**src/rtl/tty_pkg.sv**
```systemverilog
// Shared definitions for the WD console output stage: FSM encoding and
// serial frame geometry.
package tty_pkg;

    typedef enum logic [1:0] {
        IDLE  = 2'd0,
        START = 2'd1,
        DATA  = 2'd2,
        STOP  = 2'd3
    } tty_state_e;

    localparam int   FRAME_BITS = 10;
    localparam int   DATA_BITS  = 8;
    localparam logic LINE_IDLE  = 1'b1;

endpackage

```
**src/rtl/wd_tty_if.sv**
```systemverilog
// Character handshake between the CPU's WD path and the console stage.
interface wd_tty_if;
    logic       wd_valid;
    logic [0:6] wd_char;
    logic       wd_ready;

    modport master (output wd_valid, output wd_char, input  wd_ready);
    modport slave  (input  wd_valid, input  wd_char, output wd_ready);
endinterface

```
**src/rtl/char_fifo.sv**
```systemverilog
// Synchronous FIFO with a combinational head; pushes while full and pops
// while empty are ignored.
module char_fifo
    import tty_pkg::*;
#(
    parameter int WIDTH = 7,
    parameter int DEPTH = 16
) (
    input  logic                   clock,
    input  logic                   reset,
    input  logic                   push,
    input  logic                   pop,
    input  logic [WIDTH-1:0]       din,
    output logic [WIDTH-1:0]       dout,
    output logic [$clog2(DEPTH):0] count,
    output logic                   full,
    output logic                   empty
);
    localparam int AW = $clog2(DEPTH);
    localparam logic [AW:0] FULL_CNT = (AW+1)'(DEPTH);

    logic [WIDTH-1:0] mem [DEPTH];
    logic [AW-1:0]    wr_ptr, rd_ptr;
    logic             do_push, do_pop;

    assign full    = (count == FULL_CNT);
    assign empty   = (count == '0);
    assign do_push = push & ~full;
    assign do_pop  = pop & ~empty;
    assign dout    = mem[rd_ptr];

    always_ff @(posedge clock) begin
        if (do_push)
            mem[wr_ptr] <= din;
    end

    // Pointers wrap naturally because DEPTH is a power of two.
    always_ff @(posedge clock) begin
        if (reset) begin
            wr_ptr <= '0;
            rd_ptr <= '0;
            count  <= '0;
        end else begin
            if (do_push) wr_ptr <= wr_ptr + 1'b1;
            if (do_pop)  rd_ptr <= rd_ptr + 1'b1;
            case ({do_push, do_pop})
                2'b10:   count <= count + 1'b1;
                2'b01:   count <= count - 1'b1;
                default: count <= count;
            endcase
        end
    end

endmodule

```
**src/rtl/wd_tty.sv**
```systemverilog
// WD console output: buffers 7-bit characters from the CPU and sends each
// as an 8N1 frame (start, 7 data bits LSB first, a zero 8th bit, stop).
module wd_tty
    import tty_pkg::*;
#(
    parameter int DEPTH        = 16,
    parameter int CLKS_PER_BIT = 16
) (
    input  logic                   clock,
    input  logic                   reset,
    wd_tty_if.slave                wd,
    output logic                   tx,
    output logic                   busy,
    output logic [0:$clog2(DEPTH)] fifo_count,
    output logic                   overflow
);
    localparam int CW = (CLKS_PER_BIT > 2) ? $clog2(CLKS_PER_BIT) : 1;
    localparam int BW = $clog2(DATA_BITS);
    localparam logic [CW-1:0] LAST_CYC = CW'(CLKS_PER_BIT - 1);
    localparam logic [BW-1:0] LAST_BIT = BW'(DATA_BITS - 1);

    tty_state_e           state, state_n;
    logic [CW-1:0]        cyc, cyc_n;
    logic [BW-1:0]        bitcnt, bitcnt_n;
    logic [DATA_BITS-1:0] shift, shift_n;
    logic                 tx_n;
    logic                 pop, push, full, empty, bit_done;
    logic [6:0]           head, din;
    logic [$clog2(DEPTH):0] count;

    assign din         = wd.wd_char;
    assign push        = wd.wd_valid & ~full;
    assign wd.wd_ready = ~full;
    assign fifo_count  = count;
    assign busy        = (state != IDLE) | ~empty;
    assign bit_done    = (cyc == LAST_CYC);

    char_fifo #(.WIDTH(7), .DEPTH(DEPTH)) u_fifo (
        .clock (clock),
        .reset (reset),
        .push  (push),
        .pop   (pop),
        .din   (din),
        .dout  (head),
        .count (count),
        .full  (full),
        .empty (empty)
    );

    always_ff @(posedge clock) begin
        if (reset) begin
            state    <= IDLE;
            cyc      <= '0;
            bitcnt   <= '0;
            shift    <= '0;
            tx       <= LINE_IDLE;
            overflow <= 1'b0;
        end else begin
            state    <= state_n;
            cyc      <= cyc_n;
            bitcnt   <= bitcnt_n;
            shift    <= shift_n;
            tx       <= tx_n;
            overflow <= overflow | (wd.wd_valid & full);
        end
    end

    // The pop from STOP lets frames run back to back with no idle bit.
    always_comb begin
        state_n  = state;
        cyc_n    = cyc;
        bitcnt_n = bitcnt;
        shift_n  = shift;
        tx_n     = tx;
        pop      = 1'b0;
        case (state)
            IDLE: begin
                tx_n = LINE_IDLE;
                if (!empty) begin
                    pop     = 1'b1;
                    shift_n = {1'b0, head};
                    tx_n    = 1'b0;
                    cyc_n   = '0;
                    state_n = START;
                end
            end
            START: begin
                if (bit_done) begin
                    state_n  = DATA;
                    tx_n     = shift[0];
                    cyc_n    = '0;
                    bitcnt_n = '0;
                end else begin
                    cyc_n = cyc + 1'b1;
                end
            end
            DATA: begin
                if (bit_done) begin
                    cyc_n = '0;
                    if (bitcnt == LAST_BIT) begin
                        state_n = STOP;
                        tx_n    = LINE_IDLE;
                    end else begin
                        shift_n  = {1'b0, shift[DATA_BITS-1:1]};
                        tx_n     = shift[1];
                        bitcnt_n = bitcnt + 1'b1;
                    end
                end else begin
                    cyc_n = cyc + 1'b1;
                end
            end
            STOP: begin
                if (bit_done) begin
                    cyc_n = '0;
                    if (!empty) begin
                        pop     = 1'b1;
                        shift_n = {1'b0, head};
                        tx_n    = 1'b0;
                        state_n = START;
                    end else begin
                        tx_n    = LINE_IDLE;
                        state_n = IDLE;
                    end
                end else begin
                    cyc_n = cyc + 1'b1;
                end
            end
            default: begin
                state_n = IDLE;
                tx_n    = LINE_IDLE;
            end
        endcase
    end

endmodule

```
**src/flat_wrapper.sv**
```systemverilog
// flat-port wrapper written by rule: the top's interface ports become plain ports
module wd_tty_flat import tty_pkg::*;
#(
    parameter int DEPTH        = 16,
    parameter int CLKS_PER_BIT = 16
)
  (clock, reset, tx, busy, fifo_count, overflow, wd_wd_valid, wd_wd_char, wd_wd_ready);
  wd_tty_if wd_i ();
  input  logic clock;
  input  logic reset;
  output logic tx;
  output logic busy;
  output logic [0:$clog2(DEPTH)] fifo_count;
  output logic overflow;
  input wire logic [$bits(wd_i.wd_valid)-1:0] wd_wd_valid;
  input wire logic [$bits(wd_i.wd_char)-1:0] wd_wd_char;
  output wire logic [$bits(wd_i.wd_ready)-1:0] wd_wd_ready;
  assign wd_i.wd_valid = wd_wd_valid;
  assign wd_i.wd_char = wd_wd_char;
  assign wd_wd_ready = wd_i.wd_ready;
  wd_tty #(.DEPTH(DEPTH), .CLKS_PER_BIT(CLKS_PER_BIT)) u_core (.clock(clock), .reset(reset), .wd(wd_i), .tx(tx), .busy(busy), .fifo_count(fifo_count), .overflow(overflow));
endmodule
```
**config.mk**
```make
export PLATFORM = sky130hd
export DESIGN_NAME = wd_tty_flat
export DESIGN_NICKNAME = d
export VERILOG_FILES = /design/src/rtl/tty_pkg.sv /design/src/rtl/wd_tty_if.sv /design/src/rtl/char_fifo.sv /design/src/rtl/wd_tty.sv /design/src/flat_wrapper.sv
export SDC_FILE = /design/constraint.sdc
export NUM_CORES = 1
export LEC_CHECK = 0
export ABC_AREA = 1
export BUFFER_PORTS_ARGS = -buffer_cell sky130_fd_sc_hd__clkbuf_2
export CAP_MARGIN = 20
export CORE_UTILIZATION = 30
export DETAILED_ROUTE_END_ITERATION = 12
export GPL_TIMING_DRIVEN = 1
export PLACE_DENSITY = 0.49
export SLEW_MARGIN = 20
export SYNTH_ARGS = -nofsm -noshare
export SYNTH_HDL_FRONTEND = slang
export SYNTH_SLANG_ARGS = --single-unit
```
**constraint.sdc**
```tcl
create_clock -name clock -period 2.9 [get_ports clock]
set_input_delay 0.435 -clock clock [delete_from_list [all_inputs] [get_ports clock]]
set_output_delay 0.435 -clock clock [all_outputs]
set_load 0.05 [all_outputs]
```
==> impl_metrics.tcl <==
set metrics [dict create \
    power_frac_seq 0.387 \
    crit_arrival_ns 2.83 \
    firstDrtPassIters 4 \
    p_clk_frac 0.305 \
    clock_path_buffers 2 \
    start_util 0.310 \
    worstHoldStart "wd_wd_valid" \
    p_per_area_nw_per_um2 906 \
    internal-power_uw 4240 \
    syn_to_final_growth_pct 14.3 \
    synth_top_cell_area_share 0.527 \
    numCtsBuffers 17 \
    die_area_sq_um 21800 \
    cp_max_fo 7 \
    reg2reg_to "u_core.u_fifo.count[4]" \
    hold_depth 3 \
    fillCellCount 2081 \
    synth_seq_area_share 0.637 \
    p_leak_uw 0.00262 \
    die_h_um 148 \
    synth_area_sq_um 6380 \
    drive_gt1_frac 0.142 \
    drt_iter0_markers 165 \
    slowest_stage "dfxtp_1" \
    synthCells 586 \
    required_ns 3.22 \
    reg2regPathDepth 17 \
    yosysMostFrequentCell "edfxtp_1" \
    io_pins 19 \
    num_vias 4193 \
    setup.worst_path.start "u_core.state[0]" \
    clk_pin_slew_worst_paths_ns 0.06 \
    syn_nets 612 \
    relSlewSlack 0.415 \
    core_sq_um 20600 \
    critPathKind "reg -> reg" \
    clk_latency_ns 0.42 \
    fin_tns_setup_ns 0 \
    status "finished, final reports clean" \
    die_width_um 148 \
    nets 634 \
    p_total_uw 6600 \
    swShare 0.357 \
    grt_pass1_vias 4399 \
    worstMarginPinSlew_ns 0.878 \
    drv_slew 0 \
    ys_types 47 \
    overflow 0 \
    cts_tree "yes" \
    wl_um 13900 \
    hold_buffers 0 \
    rows 52 \
    setup.worst_path.end_class "register" \
    post-cts-setup-buffers 0 \
    synth-edff-count 112 \
    dpl.hpwl_um 9080 \
    final_cells 891 \
    p_comb_frac 0.308 \
    dp_cells 859 \
    switchingPower_uw 2360 \
    avgSynthCellArea_sq_um 10.9 \
    min_period_over_period 0.863 \
    h-tree-depth 4 \
    cts.sinks 147 \
    ys_warn_count 0 \
    max_freq_mhz 399 \
    setup_viol 0 \
    synthTopCellsByArea "edfxtp_1 53%, dfxtp_1 11%, nor2_1 6.4%, o21ai_0 5.0%, ha_1 3.1%" \
    path_common_cell "inv_1" \
    synthArstFlopShare 0 \
    cts_root_buf "clkbuf_16" \
    wl_per_cell_um 15.6 \
    reg2reg_slack_ns 0.40 \
    cap_violations 0 \
    gp_congestion 0.767 \
    gr-usage-all-layers 0.137 \
    route.detailed.drc 0 \
    ys.flop_type "edfxtp_1" \
    worstSetupEndpoint "u_core.u_fifo.count[4]" \
    crit_path_start_kind "register" \
    clock_skew_ns 0.00909 \
    synth_commonest_cells "112 x edfxtp_1, 109 x nor2_1, 64 x o21ai_0" \
    layout_min_cycle_time_ns 2.50 \
    timing.rr.start "u_core.state[0]" \
    grt_pass1_wl_um 22600 \
    rsz0062_at_grt "false" \
    slowest_delay_ns 0.42 \
    cts.repair.resized 0 \
    synth.largest_area_cell "edfxtp_1" \
    hp-class "in -> reg" \
    grt_max_degree 55 \
    max-vdd-ir-drop_uv 372 \
    cp_cell_sequence "inv_1, ha_1, inv_1, nand2_1, inv_2, nand2_4, inv_2, ha_1, xor2_1, ha_1, inv_1, nand2_2, nand2_2, nand3_1, nand3_1, nand2_1, inv_1" \
    port_buffers 18 \
    grt_antenna_before_repair 0 \
    drtAntennaViolNets 0 \
    antenna_cells 0 \
    hold_violations 0 \
    post_drt_via_cell_ratio 4.71 \
    synth_seq_cells 147 \
]
power groups by stage:
| stage | Sequential [uW] | Combinational (uW) | Clock, uW |
|---|---|---|---|
| 2_1_floorplan | 2680 | 1500 | 0 |
| 6_report | 2560 | 2040 | 2010 |
| 3_5_place_dp | 2600 | 2060 | 0 |
| 5_1_grt | 2580 | 2290 | 2140 |
| 3_3_place_gp | 2590 | 2020 | 0 |
| 4_1_cts | 2560 | 2060 | 2060 |
sequential cells by signal, indices dropped and copies added, names as in the netlist, named ones only:
signal,cells
u_core.state,2
u_core.u_fifo.wr_ptr,4
u_core.bitcnt,3
u_core.tx,1
u_core.u_fifo.count,5
u_core.cyc,4
u_core.u_fifo.rd_ptr,4
u_core.shift,7
u_core.u_fifo.mem,112
u_core.overflow,1
worst min-delay path by stage:
stage                            endpoint  slack, ns
after floorplan           u_core.shift[2]       0.44
after global placement    u_core.overflow       0.44
after detailed placement  u_core.overflow       0.45
after CTS                 u_core.overflow       0.29
after global routing      u_core.overflow       0.29
final                     u_core.overflow       0.31
layout by cell type, fill, tap and decap left out, drive strengths merged, types with 2 or more instances in the layout:
cell type  instances
o211ai            23
o21ai             74
o221ai             3
buf               11
clkbuf            37
o22ai              5
a21oi             25
xnor2              2
nand3             34
dfxtp             35
xor2               3
nand4              3
clkinv             8
clkinvlp           2
inv               44
nor3               6
o21a               2
nor2             113
ha                16
nand2             53
edfxtp           112
cell type report:
| cell class | count | area, sq um | area share |
|---|---|---|---|
| flip-flops and latches | 147 | 4070 | 0.558 |
| clock inverters | 13 | 108 | 0.0148 |
| multi-input cells | 371 | 2010 | 0.276 |
| repair buffers | 29 | 173 | 0.0237 |
| inverters | 42 | 160 | 0.0220 |
| well taps | 270 | 338 | 0.0463 |
| clock buffers | 19 | 433 | 0.0594 |
stage by stage:
stage	util	worst slack (ns)	hold WS [ns]	area, sq um
floorplan	-	0.437	0.445	6380
global placement	0.328	0.495	0.440	6750
detailed placement	0.328	0.424	0.449	6750
CTS	0.355	0.406	0.292	7290
global route	0.355	0.130	0.294	7290
finish	0.355	0.397	0.312	7290
kinds of logic (layout without fill, tap and decap cells):
kind of cell | count (synthesis) | in the layout | synth area share
flops | 147 | 147 | 0.637
fa+ha+maj | 16 | 16 | 0.0314
simple gates | 212 | 212 | 0.150
compound gates | 138 | 138 | 0.128
buf+inv | 68 | 103 | 0.0471
xor+xnor | 5 | 5 | 0.00687
layer usage:
metal | vias to the layer above | wire (um) | global-route usage | share of wire
li1 | 2110 | - | - | -
met2 | 52 | 6920 | 0.234 | 0.50
met4 | 0 | 273 | 0.0582 | 0.020
met5 | - | 0 | 0 | 0
met3 | 23 | 480 | 0.0330 | 0.035
met1 | 2008 | 6210 | 0.164 | 0.45
worst max-delay path, delay by kind of cell (launching register included):
family	cells	cell delay, ns
simple gates	7	0.51
flops	1	0.42
fa+ha+maj	3	0.78
xor+xnor	1	0.23
buf+inv	6	0.46
Power figures use the tool's default switching activity.
